--- src/rtl/key_pkg.sv ---
// Shared definitions for the guess sender and the checker it drives:
// sender FSM states, symbol-to-button mapping and checker state constants.
package key_pkg;

    // Sender FSM states
    typedef enum logic [2:0] {
        ST_IDLE        = 3'd0,
        ST_PRESS       = 3'd1,
        ST_RELEASE     = 3'd2,
        ST_WAIT_RESULT = 3'd3,
        ST_DONE        = 3'd4
    } sender_state_t;

    // Checker states, kept here so both sides agree on the encoding
    typedef enum logic [1:0] {
        CHK_IDLE    = 2'd0,
        CHK_COLLECT = 2'd1,
        CHK_SUCCESS = 2'd2,
        CHK_FAIL    = 2'd3
    } checker_state_t;

    // Symbol 3 has no button; it aborts the sequence
    localparam logic [1:0] SYM_INVALID = 2'd3;

    // One-hot button for a symbol; the invalid symbol maps to no button
    function automatic logic [2:0] symbol_to_btn(input logic [1:0] sym);
        logic [2:0] btn;
        case (sym)
            2'd0:    btn = 3'b001;
            2'd1:    btn = 3'b010;
            2'd2:    btn = 3'b100;
            default: btn = 3'b000;
        endcase
        return btn;
    endfunction

endpackage

--- src/rtl/cycle_timer.sv ---
// Load/decrement duration counter. Loading N-1 makes expire fire on the
// N-th cycle after the load; expire is a single-cycle pulse.
module cycle_timer #(
    parameter int WIDTH = 8
) (
    input  logic             clk,
    input  logic             rst,
    input  logic             load,
    input  logic [WIDTH-1:0] load_value,
    output logic             expire
);

    logic [WIDTH-1:0] count_reg;
    logic             armed_reg;

    // Count down after a load; disarm once the terminal count has been seen
    always_ff @(posedge clk or negedge rst) begin
        if (!rst) begin
            count_reg <= '0;
            armed_reg <= 1'b0;
        end else if (load) begin
            count_reg <= load_value;
            armed_reg <= 1'b1;
        end else if (armed_reg) begin
            if (count_reg == '0) begin
                armed_reg <= 1'b0;
            end else begin
                count_reg <= count_reg - 1'b1;
            end
        end
    end

    assign expire = armed_reg && (count_reg == '0);

endmodule

--- src/rtl/guess_sender.sv ---
// Plays a four-symbol guess into the checker as timed button presses, then
// waits (bounded) for the checker's verdict and reports outcome and latency.
module guess_sender
    import key_pkg::*;
#(
    parameter int CLK_FREQUENCY  = 50_000_000,
    parameter int PRESS_US       = 2_000,
    parameter int RELEASE_US     = 2_000,
    parameter int TIMEOUT_CYCLES = 1_000_000
) (
    input  logic        clk,
    input  logic        rst,
    input  logic        start,
    input  logic [7:0]  guess,
    output logic [2:0]  btn_out,
    input  logic        success_in,
    input  logic        fail_in,
    output logic        busy,
    output logic        done,
    output logic        result_ok,
    output logic        result_fail,
    output logic        timeout,
    output logic        bad_symbol,
    output logic [31:0] latency
);

    localparam int PRESS_CYCLES   = CLK_FREQUENCY / 1_000_000 * PRESS_US;
    localparam int RELEASE_CYCLES = CLK_FREQUENCY / 1_000_000 * RELEASE_US;
    localparam int MAX_CYCLES     = (PRESS_CYCLES > RELEASE_CYCLES) ? PRESS_CYCLES : RELEASE_CYCLES;
    localparam int TIMER_W        = (MAX_CYCLES > 1) ? $clog2(MAX_CYCLES + 1) : 1;

    localparam logic [TIMER_W-1:0] PRESS_LOAD   = TIMER_W'(PRESS_CYCLES - 1);
    localparam logic [TIMER_W-1:0] RELEASE_LOAD = TIMER_W'(RELEASE_CYCLES - 1);
    localparam logic [31:0]        TIMEOUT_LIM  = 32'(TIMEOUT_CYCLES);

    sender_state_t state_reg, state_next;
    logic [1:0]    idx_reg, idx_next;
    logic [7:0]    guess_reg, guess_next;
    logic [2:0]    btn_reg, btn_next;
    logic          ok_reg, ok_next;
    logic          fail_reg, fail_next;
    logic          timeout_reg, timeout_next;
    logic          bad_reg, bad_next;
    logic [31:0]   latency_reg, latency_next;

    logic               timer_load;
    logic [TIMER_W-1:0] timer_value;
    logic               timer_expire;
    logic               press_req;
    logic [1:0]         press_sym;
    logic [1:0]         idx_inc;

    assign idx_inc = idx_reg + 2'd1;

    cycle_timer #(
        .WIDTH(TIMER_W)
    ) u_timer (
        .clk        (clk),
        .rst        (rst),
        .load       (timer_load),
        .load_value (timer_value),
        .expire     (timer_expire)
    );

    // State and output registers; reset clears everything at once
    always_ff @(posedge clk or negedge rst) begin
        if (!rst) begin
            state_reg   <= ST_IDLE;
            idx_reg     <= 2'd0;
            guess_reg   <= 8'd0;
            btn_reg     <= 3'd0;
            ok_reg      <= 1'b0;
            fail_reg    <= 1'b0;
            timeout_reg <= 1'b0;
            bad_reg     <= 1'b0;
            latency_reg <= 32'd0;
        end else begin
            state_reg   <= state_next;
            idx_reg     <= idx_next;
            guess_reg   <= guess_next;
            btn_reg     <= btn_next;
            ok_reg      <= ok_next;
            fail_reg    <= fail_next;
            timeout_reg <= timeout_next;
            bad_reg     <= bad_next;
            latency_reg <= latency_next;
        end
    end

    // Next-state logic; a press request is resolved after the case so that
    // both start and end-of-release share the invalid-symbol handling
    always_comb begin
        state_next   = state_reg;
        idx_next     = idx_reg;
        guess_next   = guess_reg;
        btn_next     = btn_reg;
        ok_next      = ok_reg;
        fail_next    = fail_reg;
        timeout_next = timeout_reg;
        bad_next     = bad_reg;
        latency_next = latency_reg;
        timer_load   = 1'b0;
        timer_value  = PRESS_LOAD;
        press_req    = 1'b0;
        press_sym    = 2'd0;

        case (state_reg)
            ST_IDLE: begin
                if (start) begin
                    guess_next   = guess;
                    ok_next      = 1'b0;
                    fail_next    = 1'b0;
                    timeout_next = 1'b0;
                    bad_next     = 1'b0;
                    latency_next = 32'd0;
                    idx_next     = 2'd0;
                    press_req    = 1'b1;
                    press_sym    = guess[1:0];
                end
            end
            ST_PRESS: begin
                if (timer_expire) begin
                    btn_next    = 3'd0;
                    timer_load  = 1'b1;
                    timer_value = RELEASE_LOAD;
                    state_next  = ST_RELEASE;
                end
            end
            ST_RELEASE: begin
                if (timer_expire) begin
                    idx_next = idx_inc;
                    if (idx_reg == 2'd3) begin
                        latency_next = 32'd0;
                        state_next   = ST_WAIT_RESULT;
                    end else begin
                        press_req = 1'b1;
                        press_sym = guess_reg[{idx_inc, 1'b0} +: 2];
                    end
                end
            end
            ST_WAIT_RESULT: begin
                if (success_in || fail_in) begin
                    ok_next    = success_in;
                    fail_next  = fail_in & ~success_in;
                    state_next = ST_DONE;
                end else if ((latency_reg + 32'd1) >= TIMEOUT_LIM) begin
                    latency_next = TIMEOUT_LIM;
                    timeout_next = 1'b1;
                    state_next   = ST_DONE;
                end else begin
                    latency_next = latency_reg + 32'd1;
                end
            end
            ST_DONE: begin
                state_next = ST_IDLE;
            end
            default: begin
                state_next = ST_IDLE;
            end
        endcase

        if (press_req) begin
            if (press_sym == SYM_INVALID) begin
                bad_next   = 1'b1;
                btn_next   = 3'd0;
                state_next = ST_DONE;
            end else begin
                btn_next    = symbol_to_btn(press_sym);
                timer_load  = 1'b1;
                timer_value = PRESS_LOAD;
                state_next  = ST_PRESS;
            end
        end
    end

    assign btn_out     = btn_reg;
    assign busy        = (state_reg != ST_IDLE);
    assign done        = (state_reg == ST_DONE);
    assign result_ok   = ok_reg;
    assign result_fail = fail_reg;
    assign timeout     = timeout_reg;
    assign bad_symbol  = bad_reg;
    assign latency     = latency_reg;

endmodule

--- config.mk ---
export PLATFORM = sky130hd
export DESIGN_NAME = guess_sender
export DESIGN_NICKNAME = d
export VERILOG_FILES = /design/src/rtl/key_pkg.sv /design/src/rtl/cycle_timer.sv /design/src/rtl/guess_sender.sv
export SDC_FILE = /design/constraint.sdc
export NUM_CORES = 1
export LEC_CHECK = 0
export ABC_AREA = 1
export BUFFER_PORTS_ARGS = -buffer_cell sky130_fd_sc_hd__buf_2
export CAP_MARGIN = 20
export CORE_AREA = 5 5 93 129
export CTS_BUF_LIST = sky130_fd_sc_hd__clkbuf_16
export DETAILED_ROUTE_END_ITERATION = 8
export DIE_AREA = 0 0 98 134
export GPL_ROUTABILITY_DRIVEN = 0
export PLACE_DENSITY = 0.68
export SLEW_MARGIN = 20
export SYNTH_ARGS = -nofsm -noshare
export SYNTH_HDL_FRONTEND = slang
export SYNTH_SLANG_ARGS = --single-unit
--- constraint.sdc ---
create_clock -name clk -period 2.1 [get_ports clk]
set_clock_uncertainty 0.05 [all_clocks]
set_input_delay 0.21 -clock clk [delete_from_list [all_inputs] [get_ports clk]]
set_output_delay 0.21 -clock clk [all_outputs]
set_load 0.05 [all_outputs]
* Word-level counts from Yosys, hierarchy flattened *
Index checks and enable logic that the tools add are counted.

cells by class
  $lt $le $gt $ge = 1
  reduce and logical (&&, ||, !) cells = 20
  shift-type cells = 1
  $add $sub $neg = 3
  equal/unequal tests = 20
  bitwise operators = 2
  multiplexer cells = 52

operators with widths
  kind                                                                                   number
  32-bit two-way mux                                                                     5
  32-bit case mux with 3 select lines                                                    1
  17-bit two-way mux                                                                     3
  3-bit two-way mux                                                                      11
  32-bit by 1-bit adder with 32-bit output, second input constant                        1
  32-bit by 20-bit greater-or-equal comparator with 1-bit output, second input constant  1
  1-bit two-way mux                                                                      19
  17-bit logical NOT                                                                     1
  17-bit by 1-bit subtractor with 17-bit output, second input constant                   1
  2-bit inequality test, second input constant                                           8
  3-bit case mux with 4 select lines                                                     1
  2-bit two-way mux                                                                      5
  5-bit AND reduction                                                                    2
  2-bit nonzero test                                                                     5
  3-bit inequality test, second input constant                                           3
  3-bit case mux with 3 select lines                                                     1
  1-bit case mux with 2 select lines                                                     4
  2-bit case mux with 2 select lines                                                     2
  8-bit by 4-bit indexed part select with 2-bit output                                   1
  2-bit equality test, second input constant                                             3
  3-bit by 2-bit equality test with 1-bit output, second input constant                  2
  2-bit AND reduction                                                                    3
  3-bit AND reduction                                                                    2
  3-bit nonzero test                                                                     2
  other kinds (12)                                                                       12

storage, ports and cells
  input port bits = 13
  word-level logic and storage cells = 110
  register bits = 70
  output and inout bits = 41

* Logic depth before layout (Yosys ltp) *
  depth in word-level cells = 10
  mapped depth = 17
  gate-level depth less buffers = 17

* Hierarchy *
A second synthesis with hierarchy kept.

second synthesis, totals
  cells, all modules = 664
  area, all modules = 4551.9 um^2

modules (own cells, without submodules)
  module        sequential area each (um^2)  instances  cells each  area each (um^2)
  guess_sender  1301.2                       1          467         3283.1
  cycle_timer   450.4                        1          197         1268.7

* Least setup slack after synthesis *
Ideal clock, no wire load.

  path type = register to register
  start point = reg latency_reg[0], in the netlist latency[0]
  end point = reg latency_reg[15], in the netlist latency[15]
  required time = 1918 ps
  arrival = 2338 ps
  buffers on the path = 0
  period minus slack after synthesis = 2519 ps
  setup time = 132 ps
  cell stages (with the launch flop) = 15
  path slack = -419 ps
  path through = dfrtp_1 ha_1 nand2_1 nor2_4 nand2_4 nor2_4 nand2_1 xor2_1 nand2_1 nor2_1 nand2_1 nand2_4 clkinv_4 nand2_4 o22ai_2

on the way
  word-level cells in the longest chain between the ends = 5

ends and longest elaborated chain
  item                                                            line                                      RTL
  from (decl)                                                     guess_sender.sv:44                        logic [31:0] latency_reg, latency_next;
  from (signal assigned)                                          guess_sender.sv:86                        latency_reg <= latency_next;
  32-bit by 1-bit adder with 32-bit output *                      guess_sender.sv:146, guess_sender.sv:151
  32-bit by 20-bit greater-or-equal comparator with 1-bit output  guess_sender.sv:146                       end else if ((latency_reg + 32'd1) >= TIMEOUT_LIM) begin
  32-bit two-way mux *                                            guess_sender.sv:146
  32-bit two-way mux *                                            guess_sender.sv:142                       if (success_in || fail_in) begin
  32-bit case mux with 3 select lines *                           guess_sender.sv:107                       case (state_reg)

Every way passes the cells marked *; elsewhere a longest branch is shown, timed or not. The select of a mux whose other input is x is not followed.
A chain may end at the register's enable or synchronous reset.

* Worst setup path after layout *
  start point = reg latency_reg[0], in the netlist latency[0]
  end point = reg latency_reg[17], in the netlist latency[17]

The elaborated chain is that of the path after synthesis.

==> metrics.cfg <==
[detailed_routing]
drt-pass1-iter-count = 5
routedWlPerCell_um = 14.2
via_per_inst = 5.01
drt_iter0_markers = 175
vias = 4373
drc_errors = 0
postRouteAntennaNets = 0
drt_wl_total_mm = 12.4

[setup_path]
crit_type = reg -> reg
cp_num_buf_inv = 2
rr_startpoint = latency[0]
reg2reg_slack_ns = -0.14
crit_cells = 15
path_delay_family = simple AND/OR/NAND/NOR gates
reg2reg_depth = 15
cp.arrival_ns = 2.41
r2r_end = latency[17]
slowest_delay_ns = 0.40
cp.required_ns = 2.27
worstPathCellList = ha_4 > nand2_4 > nor2_4 > buf_6 > nand3_1 > inv_1 > nand3_1 > nand2_1 > nand2_1 > nor2_1 > nand2_1 > nor2_4 > nand2_4 > o21ai_0 > o21ai_1
cp_max_fo = 8
critPathCaptureType = flop
start_kind = flop
slowest_stage = dfrtp_2
cpMostUsedCell = nand2_1

[pwr]
ir_drop_mv = 0.662
clkPwrFrac = 0.359
p_switching_uw = 1350
power_density_nw_per_um2 = 689
power_frac_seq = 0.378
switching_share = 0.328
p_leak_uw = 0.00290
power.total_uw = 4130
pwr-share-comb = 0.264
p_int_uw = 2780

[synthesis]
synth_ff_type = dfrtp_1
yosysSeqAreaShare = 0.423
synthTopCellsByCount = nand2_1 (149), nor2_1 (77), dfrtp_1 (70)
yosysMostFrequentCell = nand2_1
ys_warn_count = 0
synth.distinct_cells = 42
ys_ff_latch = 70
syn-num-nets = 572
synthCells = 555
syn_area_um2 = 4150
synth_top_cell_by_area = dfrtp_1
async_reset_ff_frac = 1.00
synth_edf_count = 0
synth.area.top_cells = dfrtp_1 (42%), nand2_1 (13%), nor2_1 (7.0%)
synth.top_cell.area_share = 0.423
avgSynthCellArea_um2 = 7.47

[clock_network]
htree_levels = 3
clkSinkCount = 70
root_buffer = clkbuf_16
clkLatencyLatePin_ns = 0.34
cts_buffer_depth = 2
cts_buffers = 9
cts_tree = yes
cts.clk_slew.worst_paths_ns = 0.06

[layout]
synthToLayoutAreaGrowth_pct = 44.7
num_antenna_cells = 0
largest_reg_flops = 32
nets = 744
fin_cells = 873
drive_gt1_frac = 0.370

[hold_path]
min_from = guess[6]
hold_path_class = in -> reg
hold_path_depth = 3
hold_end = guess_reg[6]

[timing]
rsz0062_at_grt = true
hold_viol_final = 0
fmax_mhz = 447
relSlewSlack = 0.766
period_share = 1.07
worstMarginPinSlew_ns = 0.347
finalSetupViolations = 23
min_period_ns = 2.24
worst_slack_ns = -0.138
drv_slew = 0

[global_routing]
grt_pass1_vias = 4379
grt_start_max_net_pins = 47
gr-max-usage-layer = met2
met3_usage = 0.0312
grt_pass1_wl_mm = 20.0
grt_util_all_layers = 0.187
use_met2 = 0.340
grt-ovfl-total = 0
use_met1 = 0.208
antenna_found_initial = 0

[placed_design]
place_inst = 827
dp_slack_ns = -0.186
dp_hpwl_mm = 8.95
portBuffers = 53

[die]
io_pins = 54
die_w_um = 98
die_area_um2 = 13100
fp-row-count = 45
die_y_um = 134
coreArea_um2 = 10800
start_util = 0.385

[status]
violations = setup timing
status = complete, but fails checks

[job]
max_cap_violations = 0

[layer usage]
metal  wire, um  vias to the layer above  part of all wire
met5          0                        -                 0
met4        403                        0             0.032
met3        586                       35             0.047
met2       6650                      135              0.53
met1       4790                     2085              0.39
li1           -                     2118                 -
[how the worst max path moves through the flow]
stage | start | end | slack, ns
5_1_grt | latency[0] | latency[17] | -0.28
3_5_place_dp | latency[1] | latency[19] | -0.19
6_report | latency[0] | latency[17] | -0.14
3_3_place_gp | latency[1] | latency[19] | -0.16
4_1_cts | latency[0] | latency[3] | -0.11
2_1_floorplan | latency[0] | latency[2] | -0.11
[power by group through the flow]
stage / clock network, uW / registers [uW] / logic [uW]
2_1_floorplan: 0 / 1670 / 471
5_1_grt: 1590 / 1570 / 1180
3_5_place_dp: 0 / 1580 / 968
4_1_cts: 1510 / 1560 / 991
6_report: 1480 / 1560 / 1090
3_3_place_gp: 0 / 1570 / 939
[cells by family (layout without fill, tap and decap cells)]
group | count (synthesis) | after routing | share of synthesized area
AND/OR/NAND/NOR | 319 | 319 | 0.349
buffers and inverters | 78 | 255 | 0.0746
flip-flops | 70 | 70 | 0.423
AO/OA/AOI/OAI | 60 | 60 | 0.0912
XOR/XNOR | 24 | 24 | 0.0507
adder cells (fa/ha/maj) | 4 | 4 | 0.0121
[cell usage in the layout (no fill, tap or decap), drive strengths merged, types with 2 or more instances in the layout]
| cell type | synthesis | routed |
|---|---|---|
| a21oi | 7 | 7 |
| buf | 3 | 166 |
| clkbuf | 3 | 9 |
| clkinv | 3 | 5 |
| clkinvlp | 0 | 2 |
| dfrtp | 70 | 70 |
| ha | 4 | 4 |
| inv | 69 | 71 |
| nand2 | 162 | 162 |
| nand3 | 44 | 44 |
| nand4 | 12 | 12 |
| nor2 | 90 | 90 |
| nor3 | 5 | 5 |
| nor4 | 3 | 3 |
| o21ai | 39 | 39 |
| o22ai | 6 | 6 |
| xnor2 | 3 | 3 |
| xor2 | 21 | 21 |
[timing repair]
item / 4_1_cts / 5_1_grt
endpoints found under the hold margin: 70 / 0
pin swaps: 14 / 25
hold buffers: 1 / 0
buffers inserted: 8 / 21
gates resized for setup: 20 / 52
endpoints found under the setup margin: 35 / 41
[layout make-up]
type                            count  area [um2]
Fill cell                         977        4750
Multi-Input combinational cell    407        2310
Sequential cell                    70        1760
Timing Repair Buffer              167        1180
Inverter                           72         294
Clock buffer                        9         225
Tap cell                          141         176
Clock inverter                      7        57.6
[tightest hold or removal path, delay by kind of cell]
kind	cells	cell delay, ns
buf+inv	1	0.07
simple gates	2	0.09
[through the flow]
step           TNS (ns)  cell area [um2]  utilization  hold WS (ns)
2_1_floorplan     -2.12             4180            -        -0.136
3_3_place_gp      -1.53             5260        0.489         0.177
3_5_place_dp      -3.14             5260        0.489         0.180
4_1_cts           -1.76             5670        0.527        0.0129
5_1_grt           -5.29             6000        0.558        0.0274
6_report          -1.67             6000        0.558        0.0184
No activity file was read; power rests on OpenSTA's default activity.
